==> src/rtl/recip_serial_host.sv <==
// recip_serial_host
// Parallel-to-serial host stage for the nibble-serial reciprocal core.
// Accepts Q6.10 operands over valid/ready and shifts each one into the core
// as four nibbles, MSB first. It then collects the two returned bytes and
// presents the Q6.10 reciprocal over a second valid/ready handshake. The host
// runs in lock-step with the core's fixed 6-cycle frame.
//
// Build option:
//   RECIP_HOST_OBUF2_EN  defined   -> 2-entry output FIFO
//                        undefined -> single output register (default)

module recip_serial_host (
    input  logic        clk,
    input  logic        reset,
    input  logic        in_valid,
    output logic        in_ready,
    input  logic [15:0] in_data,
    input  logic        in_abs,
    output logic        out_valid,
    input  logic        out_ready,
    output logic [15:0] out_data,
    output logic        ser_rst,
    output logic        ser_abs,
    output logic [3:0]  ser_nib,
    input  logic [7:0]  ser_byte,
    output logic        busy
);

    typedef enum logic [2:0] {
        PH0 = 3'd0,
        PH1 = 3'd1,
        PH2 = 3'd2,
        PH3 = 3'd3,
        PH4 = 3'd4,
        PH5 = 3'd5
    } phase_t;

    phase_t      phase;
    phase_t      phase_next;
    logic        accept;
    logic        job_q;
    logic        abs_q;
    // The top nibble goes to the core combinationally at acceptance, so only
    // the lower three nibbles need to be held.
    logic [11:0] opreg;
    logic [7:0]  lowbyte;
    logic        obuf_full;
    logic        push;
    logic        pop;

    // The core shares the host reset so both step counters restart together.
    assign ser_rst = reset;
    assign busy    = job_q && (phase != PH0);
    assign push    = (phase == PH5) && job_q;
    assign pop     = out_valid && out_ready;

    // Free-running frame phase register, forced to phase 0 by reset.
    always_ff @(posedge clk) begin
        if (reset) begin
            phase <= PH0;
        end else begin
            phase <= phase_next;
        end
    end

    // Frame sequencing plus the per-phase nibble/abs drive toward the core.
    always_comb begin
        phase_next = PH0;
        in_ready   = 1'b0;
        accept     = 1'b0;
        ser_nib    = 4'h0;
        ser_abs    = 1'b0;
        case (phase)
            PH0: begin
                phase_next = PH1;
                in_ready   = (!obuf_full || out_ready) && !reset;
                accept     = in_valid && in_ready;
                if (accept) begin
                    ser_nib = in_data[15:12];
                    ser_abs = in_abs;
                end
            end
            PH1: begin
                phase_next = PH2;
                ser_nib    = job_q ? opreg[11:8] : 4'h0;
                ser_abs    = job_q && abs_q;
            end
            PH2: begin
                phase_next = PH3;
                ser_nib    = job_q ? opreg[7:4] : 4'h0;
                ser_abs    = job_q && abs_q;
            end
            PH3: begin
                phase_next = PH4;
                ser_nib    = job_q ? opreg[3:0] : 4'h0;
                ser_abs    = job_q && abs_q;
            end
            PH4: begin
                phase_next = PH5;
                ser_abs    = job_q && abs_q;
            end
            PH5: begin
                phase_next = PH0;
                ser_abs    = job_q && abs_q;
            end
            default: begin
                phase_next = PH0;
            end
        endcase
    end

    // Job flag, abs bit and operand are latched at the phase-0 edge; an
    // unaccepted phase 0 turns the frame idle.
    always_ff @(posedge clk) begin
        if (reset) begin
            job_q <= 1'b0;
            abs_q <= 1'b0;
            opreg <= 12'h000;
        end else if (phase == PH0) begin
            job_q <= accept;
            if (accept) begin
                abs_q <= in_abs;
                opreg <= in_data[11:0];
            end
        end
    end

    // Low result byte is returned by the core during phase 4.
    always_ff @(posedge clk) begin
        if (reset) begin
            lowbyte <= 8'h00;
        end else if ((phase == PH4) && job_q) begin
            lowbyte <= ser_byte;
        end
    end

`ifdef RECIP_HOST_OBUF2_EN
    logic [15:0] obuf_mem [2];
    logic        rd_ptr;
    logic        wr_ptr;
    logic [1:0]  count;

    assign obuf_full = (count == 2'd2);
    assign out_valid = (count != 2'd0);
    assign out_data  = obuf_mem[rd_ptr];

    // Two-entry FIFO; a push can only land at phase 5 and acceptance already
    // guaranteed room for it, so no overflow guard is needed.
    always_ff @(posedge clk) begin
        if (reset) begin
            obuf_mem[0] <= 16'h0000;
            obuf_mem[1] <= 16'h0000;
            rd_ptr      <= 1'b0;
            wr_ptr      <= 1'b0;
            count       <= 2'd0;
        end else begin
            if (push) begin
                obuf_mem[wr_ptr] <= {ser_byte, lowbyte};
                wr_ptr           <= ~wr_ptr;
            end
            if (pop) begin
                rd_ptr <= ~rd_ptr;
            end
            count <= count + {1'b0, push} - {1'b0, pop};
        end
    end
`else
    logic [15:0] data_q;
    logic        valid_q;

    assign obuf_full = valid_q;
    assign out_valid = valid_q;
    assign out_data  = data_q;

    // Single result register; a push overrides a same-edge pop.
    always_ff @(posedge clk) begin
        if (reset) begin
            data_q  <= 16'h0000;
            valid_q <= 1'b0;
        end else if (push) begin
            data_q  <= {ser_byte, lowbyte};
            valid_q <= 1'b1;
        end else if (pop) begin
            valid_q <= 1'b0;
        end
    end
`endif

endmodule

==> config.mk <==
export PLATFORM = sky130hd
export DESIGN_NAME = recip_serial_host
export DESIGN_NICKNAME = d
export VERILOG_FILES = /design/src/rtl/recip_serial_host.sv
export SDC_FILE = /design/constraint.sdc
export NUM_CORES = 1
export LEC_CHECK = 0
export CORE_ASPECT_RATIO = 0.6
export CORE_MARGIN = 2
export CORE_UTILIZATION = 30
export CTS_CLUSTER_SIZE = 12
export DETAILED_ROUTE_END_ITERATION = 7
export GPL_ROUTABILITY_DRIVEN = 1
export PLACE_DENSITY = 0.51
export SYNTH_ARGS = -nofsm -noshare
export SYNTH_HDL_FRONTEND = slang
export SYNTH_SLANG_ARGS = --single-unit
==> constraint.sdc <==
create_clock -name clk -period 2.05 [get_ports clk]
set_input_delay 0.5125 -clock clk [delete_from_list [all_inputs] [get_ports clk]]
set_output_delay 0.5125 -clock clk [all_outputs]
set_load 0.01 [all_outputs]
# After elaboration in Yosys (flattened, before gate mapping)
# Cells that the tools add are included.
dict set report op_classes {
  n_eq_ne 5
  n_mux 12
  n_reduce_logical 15
}
# op count
set ops {}
lappend ops {{2-to-1 mux 4 bit} 4}
lappend ops {{case mux 4 bit (4 select lines)} 1}
lappend ops {{case mux 3 bit (5 select lines)} 1}
lappend ops {{logical AND 1 bit} 7}
lappend ops {{equality test 3 x 2 -> 1 bit (second input constant)} 2}
lappend ops {{equality test 3 bit (second input constant)} 2}
lappend ops {{2-to-1 mux 1 bit} 5}
lappend ops {{OR reduction 5 bit} 1}
lappend ops {{equality test 3 x 1 -> 1 bit (second input constant)} 1}
lappend ops {{zero test 3 bit} 1}
lappend ops {{nonzero test 3 bit} 1}
lappend ops {{zero test 1 bit} 2}
lappend ops {{case mux 1 bit (2 select lines)} 1}
lappend ops {{AND reduction 2 bit} 1}
lappend ops {{nonzero test 2 bit} 1}
lappend ops {{logical OR 1 bit} 1}
dict set report word_totals {
  wordCells 39
  in_bits 29
  register_bits 42
}

# Longest topological paths before layout
# Gate-level depths: netlist (run 1).
dict set report depth {
  ltp_word 6
  ltp_mapped 5
  ltp_nobuf 3
}

# Worst setup path before layout (run 1)
# OpenSTA, ideal clock, no wires.
dict set report synth_path {
  kind {input to output}
  startpoint {in out_ready}
  endpoint {out ser_nib[0]}
  path_stages 3
  arrival_time_ns 1.275
  n_path_buf 0
  slack_ns 0.262
  path_cell_list {nand2b_1 -> and3_1 -> a221o_1}
}
dict set report synth_via {
  elab_chain_cells 5
}
# element line
set synth_rtl {}
lappend synth_rtl {{start, declared} 20} ;# input logic out_ready,
lappend synth_rtl {{logical OR 1 bit} 76} ;# in_ready = (!obuf_full || out_ready) && !reset;
lappend synth_rtl {{logical AND 1 bit} 76}
lappend synth_rtl {{logical AND 1 bit} 77} ;# accept = in_valid && in_ready;
lappend synth_rtl {{2-to-1 mux 4 bit} 78} ;# if (accept) begin
lappend synth_rtl {{case mux 4 bit (4 select lines)} 73} ;# case (phase)
lappend synth_rtl {{end, declared} 24} ;# output logic [3:0] ser_nib,
# No other way between the ends.

# Worst setup path after layout (run 1)
dict set report layout_path {
  startpoint {in reset}
  endpoint {out ser_nib[2]}
}
dict set report layout_via {
  elab_chain_cells 5
}
# element line
set layout_rtl {}
lappend layout_rtl {{start, declared} 14} ;# input logic reset,
lappend layout_rtl {{zero test 1 bit} 76}
lappend layout_rtl {{logical AND 1 bit} 76}
lappend layout_rtl {{logical AND 1 bit} 77}
lappend layout_rtl {{2-to-1 mux 4 bit} 78}
lappend layout_rtl {{case mux 4 bit (4 select lines)} 73}
# No other way between the ends.

==> results of run 1 <==
-- area by class of cell --
type,count,area share
timing repair buffer,68,0.245
clock inverter,1,0.0117
multi-input combinational,124,0.342
clock buffer,6,0.0321
tap,80,0.0390
sequential,42,0.331
-- worst max-delay path, stage by stage --
cell     delay (ns)
buf_4          0.13
nor4_4         0.30
and3_4         0.25
buf_6          0.10
a221o_1        0.14
buf_2          0.13
-- cells in the final DEF (no fill, tap or decap), types with 2 or more instances in the layout --
master           Yosys  layout
clkdlybuf4s50_1      0      43
dfxtp_1             42      39
nand2_1             34      34
a21oi_1             18      18
nor2b_1             13      13
buf_4                3      13
nor2_1              12      12
mux2i_1             12      11
mux2_4               9       9
clkbuf_8             0       6
buf_2                8       5
a221o_1              4       4
mux2_2               4       4
and4bb_2             2       2
nand3b_1             2       2
dlygate4sd2_1        0       2
dfxtp_4              0       2
buf_6                1       2
-- per-stage QoR --
stage | worst slack [ns] | std cells | util | total power, mW
floorplan | 0.262 | 179 | - | 1.00
global placement | -0.661 | 311 | 0.431 | 1.12
detailed placement | -0.685 | 311 | 0.431 | 1.12
CTS | -0.0453 | 320 | 0.454 | 1.79
global route | -0.103 | 321 | 0.455 | 1.86
finish | -0.0229 | 321 | 0.455 | 1.77
-- cell families (layout without fill, tap and decap cells) --
logic type                Yosys count  after routing
and+or+nand+nor                    73             73
DFF                                42             42
AOI/OAI and AO/OA                  25             25
muxes                              25             25
buffers and inverters              13             75
xor gates and xnor gates            1              1
-- synthesized netlist by cell type (2+ instances only) --
cell type	instances
and4bb_2	2
nand2b_1	2
nand3b_1	2
a21oi_1	18
nor2b_1	13
mux2_4	9
dfxtp_1	42
buf_4	3
buf_2	8
mux2i_1	12
mux2_2	4
a221o_1	4
nor2_1	12
nand2_1	34
-- worst min path at each step --
stage           startpoint     endpoint  slack, ns  depth (start not counted)
3_5_place_dp    lowbyte[6]  out_data[6]       0.45                          2
4_1_cts        out_data[0]  out_data[0]       0.46                          2
3_3_place_gp   out_data[0]  out_data[0]       0.44                          2
5_1_grt        out_data[0]  out_data[0]       0.47                          2
2_1_floorplan   lowbyte[0]  out_data[0]       0.43                          2
6_report       out_data[0]  out_data[0]       0.46                          2
-- repair_timing --
action / 4_1_cts / 5_1_grt
pin swaps: 4 / 4
resized for setup: 41 / 2
setup endpoints to repair: 8 / 7
buffers inserted: 2 / 1
endpoints found under the hold margin: 0 / 0
hold buffers: 0 / 0
gates cloned: 0 / 0
-- layer usage --
layer | routed length [um] | global-route usage | up-vias
met5 | 0 | 0 | -
met4 | 51 | 0.0444 | 0
met3 | 190 | 0.0366 | 5
met2 | 1510 | 0.162 | 27
met1 | 2320 | 0.213 | 628
li1 | - | - | 732
-- power by group through the flow --
stage	combinational (mW)	clock, mW	sequential (mW)
5_1_grt	0.257	0.733	0.871
3_3_place_gp	0.236	0	0.885
3_5_place_dp	0.237	0	0.885
6_report	0.237	0.667	0.867
4_1_cts	0.239	0.689	0.866
2_1_floorplan	0.123	0	0.878
-- state kept, by name (all words and copies together), names as in the netlist --
| register | count |
|---|---|
| opreg | 12 |
| out_data | 16 |
| lowbyte | 8 |
| job_q | 1 |
| abs_q | 1 |
| out_valid | 1 |
| phase | 3 |
==> impl_metrics.tcl, run 1 <==
set metrics [dict create \
    finClkSkew_ns 0.00359 \
    finalNetCount 270 \
    hold-worst-slack_ns 0.455 \
    synth_flop_cell "dfxtp_1" \
    rr_worst_depth 5 \
    synth-adder-area-share 0 \
    sw_frac_of_total 0.218 \
    die_height_um 63.7 \
    coreArea_um2 5650 \
    final_area_um2 2570 \
    wl_um 4070 \
    yosys_warnings 0 \
    start_kind "primary input" \
    io_pins 54 \
    synth_compound_gate_area_share 0.0878 \
    grt-ovfl-total 0 \
    critPathCapture "ser_nib[2]" \
    synth_fp_nets 208 \
    synth_area_leader_cell "dfxtp_1" \
    worst-setup-path-type "primary input to primary output" \
    globalplace.congestion 0.708 \
    cp.arrival_ns 1.56 \
    insertedDiodeCount 0 \
    rr_startpoint "phase[0]" \
    cp_max_fo 3 \
    drive_above_1_share 0.224 \
    clk_latency_ns 0.29 \
    initial_core_util 0.315 \
    cts_sinks 42 \
    cts_max_level 2 \
    violations "negative setup slack" \
    place_area_um2 2440 \
    setup_viol 1 \
    cts.root.buffer_cell "clkbuf_8" \
    synthArstFlopShare 0 \
    r2r-end "opreg[7]" \
    netlist_instances 179 \
    worst_ir_drop_vdd_mv 0.267 \
    area_growth_pct 44.2 \
    cp.required_ns 1.54 \
    seq_area_frac_synth 0.472 \
    setup_ws_ns -0.0229 \
    grt_max_degree 44 \
    min_period_ns 2.07 \
    p_leak_nw 0.988 \
    synth_top_family_by_area "simple AND/OR/NAND/NOR gates" \
    post_drt_wl_per_cell_um 12.7 \
    period_share 1.01 \
    end_kind "primary output" \
    hp-class "flop to flop" \
    clk_pin_slew_ns 0.08 \
    pwr-share-clk 0.377 \
    worstMarginPinSlew_ns 0.503 \
    dr.pass1.iters 4 \
    finalHoldViolations 0 \
    synth.ff_latch_count 42 \
    power.switching_mw 0.387 \
    synth_edf_count 0 \
    syn_area_um2 1780 \
    yosys-mux-area-fraction 0.169 \
    vias_per_cell 4.34 \
    internal-power_mw 1.38 \
    dp_hpwl_um 2850 \
    io_buffers 53 \
    p_per_area_nw_per_um2 690 \
    max_freq_mhz 482 \
    grt_usage 0.133 \
    rows 21 \
    combPwrFrac 0.134 \
    power_frac_seq 0.489 \
    slew-limit-headroom 0.663 \
    ys_top_cells_by_area "dfxtp_1, mux2_4, nand2_1, mux2i_1, a21oi_1" \
    vias 1392 \
    clockBufferDepth 2 \
    antenna_found_initial 0 \
    dieWidth_um 103 \
    cts_tree "built" \
    dieArea_um2 6590 \
    numCtsBuffers 5 \
    yosysUniqueCellTypes 28 \
    crit_start "reset" \
    yosys.area_share.simple 0.223 \
    cap_violations 0 \
    detail_route.drc_violations 0 \
    drv_slew 0 \
    outcome "finished, violations left" \
    postSynthAreaPerCell_um2 9.95 \
    r2r_slack_ns 0.43 \
    register_area_um2 850 \
    grt_pass1_wl_um 6690 \
    synth-xor-area-share 0.00492 \
    drt_first_iter_violations 40 \
    final.fill_count 569 \
    rsz0062_at_grt "yes" \
    grt_pass1_vias 1290 \
    drtAntennaViolNets 0 \
    yosysTopAreaCellShare 0.472 \
    fin_tns_setup_ns -0.0229 \
    multi_input_area_um2 878 \
]
Power figures use the tool's default switching activity.
==> inputs of run 2 (changes only) <==
--- a/config.mk
+++ b/config.mk
@@ -7,11 +7,11 @@
 export LEC_CHECK = 0
 export CORE_ASPECT_RATIO = 0.6
 export CORE_MARGIN = 2
-export CORE_UTILIZATION = 30
+export CORE_UTILIZATION = 45
 export CTS_CLUSTER_SIZE = 12
 export DETAILED_ROUTE_END_ITERATION = 7
 export GPL_ROUTABILITY_DRIVEN = 1
-export PLACE_DENSITY = 0.51
+export PLACE_DENSITY = 0.73
 export SYNTH_ARGS = -nofsm -noshare
 export SYNTH_HDL_FRONTEND = slang
 export SYNTH_SLANG_ARGS = --single-unit
==> run 2 against run 1 <==
Against the previous run:
- the flow now finishes without violations
- flip-flop and latch count unchanged
- setup slack better by 0.031 ns
- core utilization is 21 points higher
- cell area decreased by 3.5%
- clock skew rose by 0.0023 ns
- power is 7.0% lower
==> impl_metrics.tcl, run 2 (synthesized netlist as in run 1, its figures left out) <==
set metrics [dict create \
    clk_pin_slew_ns 0.08 \
    drt_first_iter_violations 56 \
    crit_start "phase[0]" \
    slew-limit-headroom 0.646 \
    dr.pass1.iters 4 \
    area_growth_pct 39.2 \
    dp_hpwl_um 2900 \
    drv_slew 0 \
    worstMarginPinSlew_ns 0.531 \
    numCtsBuffers 5 \
    r2r_slack_ns 0.51 \
    rows 17 \
    cp_top_family "flip-flops" \
    cp.arrival_ns 1.53 \
    layout_commonest_cell "clkdlybuf4s50_1" \
    holdPathEnd "out_data[11]" \
    cp_slowest_stage_delay_ns 0.37 \
    final_cell_mix "clkdlybuf4s50_1, dfxtp_1, nand2_1, a21oi_1, nor2b_1" \
    cap_violations 0 \
    vias 1460 \
    io_buffers 53 \
    hp-class "flop to flop" \
    place_area_um2 2370 \
    final_area_um2 2480 \
    rr_startpoint "phase[1]" \
    min_period_ns 2.04 \
    initial_core_util 0.479 \
    finClkSkew_ns 0.00593 \
    coreArea_um2 3720 \
    globalplace.congestion 0.790 \
    final.fill_count 315 \
    grt_pass1_vias 1423 \
    grt-ovfl-total 0 \
    p_per_area_nw_per_um2 664 \
    dieArea_um2 4500 \
    grt_pass1_wl_um 6640 \
    critPathBufInv 2 \
    max_freq_mhz 490 \
    outcome "completed" \
    largest_reg_flops 16 \
    rsz0062_at_grt "yes" \
    die_height_um 52.7 \
    setup_viol 0 \
    min_path_cells 2 \
    grt_max_degree 44 \
    start_kind "flop" \
    drive_above_1_share 0.210 \
    cts.root.buffer_cell "clkbuf_8" \
    finalNetCount 266 \
    cts_max_level 2 \
    fin_util 0.666 \
    hold-worst-slack_ns 0.458 \
    dieWidth_um 85.2 \
    detail_route.drc_violations 0 \
    post_drt_wl_per_cell_um 14.4 \
    r2r-end "opreg[5]" \
    wl_um 4090 \
    end_kind "primary output" \
    cts_tree "built" \
    insertedDiodeCount 0 \
    cts_sinks 42 \
    cp_max_fo 4 \
    p_leak_nw 0.957 \
    power_mw 1.65 \
    grt_usage 0.189 \
    io_pins 54 \
    post-cts-setup-buffers 0 \
    hp-start "out_data[11]" \
    finalHoldViolations 0 \
    period_share 0.996 \
    slowest_stage "dfxtp_4" \
    path_cells "buf_4, and4bb_2, a221o_1, buf_2" \
    worst-setup-path-type "flop to primary output" \
    cts_hold_buffers 0 \
    vias_per_cell 5.12 \
    worst_ir_drop_vdd_mv 0.373 \
    rr_worst_depth 4 \
    clk_latency_ns 0.29 \
    drtAntennaViolNets 0 \
    clockBufferDepth 2 \
    cp.required_ns 1.54 \
    antenna_found_initial 0 \
]
run 2: changes by cell type in the layout (fill, tap and decap cells not counted), sizes merged:
cell	delta
clkbuf	-1
clkinv	+1
bufinv	-1
buf	-5
dlygate4sd2	+1
clkdlybuf4s15	+2
clkdlybuf4s50	-1
clkinvlp	+1
run 2: how the worst max path moves through the flow:
stage / end / slack [ns] / cells after the start
after CTS: ser_nib[2] / -0.003 / 4
after global placement: ser_nib[2] / -0.59 / 5
after detailed placement: ser_nib[2] / -0.64 / 5
after global routing: ser_nib[1] / -0.05 / 5
final: ser_nib[0] / 0.008 / 4
after floorplan: ser_nib[0] / 0.26 / 3
run 2: cell type report:
cell class	count	area (um^2)	area share
repair buffers	64	598	0.241
clock buffers	6	82.6	0.0333
well taps	47	58.8	0.0237
clock inverters	2	12.5	0.00505
flip-flops and latches	42	850	0.343
multi-input cells	124	878	0.354
run 2: stage by stage:
step                setup WS (ns)  setup TNS, ns  instances
CTS                      -0.00256       -0.00256        285
global placement           -0.594          -3.86        277
detailed placement         -0.636          -4.06        277
finish                    0.00841              0        285
global route              -0.0519         -0.114        285
floorplan                   0.262              0        179
run 2: worst reg2reg max path, cell delays in order, from the launching register on:
cell	delay, ns
dfxtp_4	0.38
nor4_4	0.29
buf_4	0.17
nand3_4	0.23
mux2_4	0.38
run 2: power breakdown:
part	total [mW]	switching (mW)	internal [mW]	leakage, nW
clock	0.551	0.281	0.271	0.0472
combinational	0.226	0.0842	0.142	0.567
sequential	0.870	0.0253	0.845	0.343
total	1.65	0.390	1.26	0.957
run 2: timing repair:
item                                    CTS  global route
endpoints found under the setup margin    8             6
pin swaps                                 3             6
gates resized for setup                  37             5
run 2: per-layer routing:
layer / vias up / part of all wire / GRT usage
li1: 722 / - / -
met2: 27 / 0.44 / 0.290
met3: 2 / 0.039 / 0.0425
met1: 709 / 0.51 / 0.267
met5: - / 0 / 0
met4: 0 / 0.0066 / 0.0556
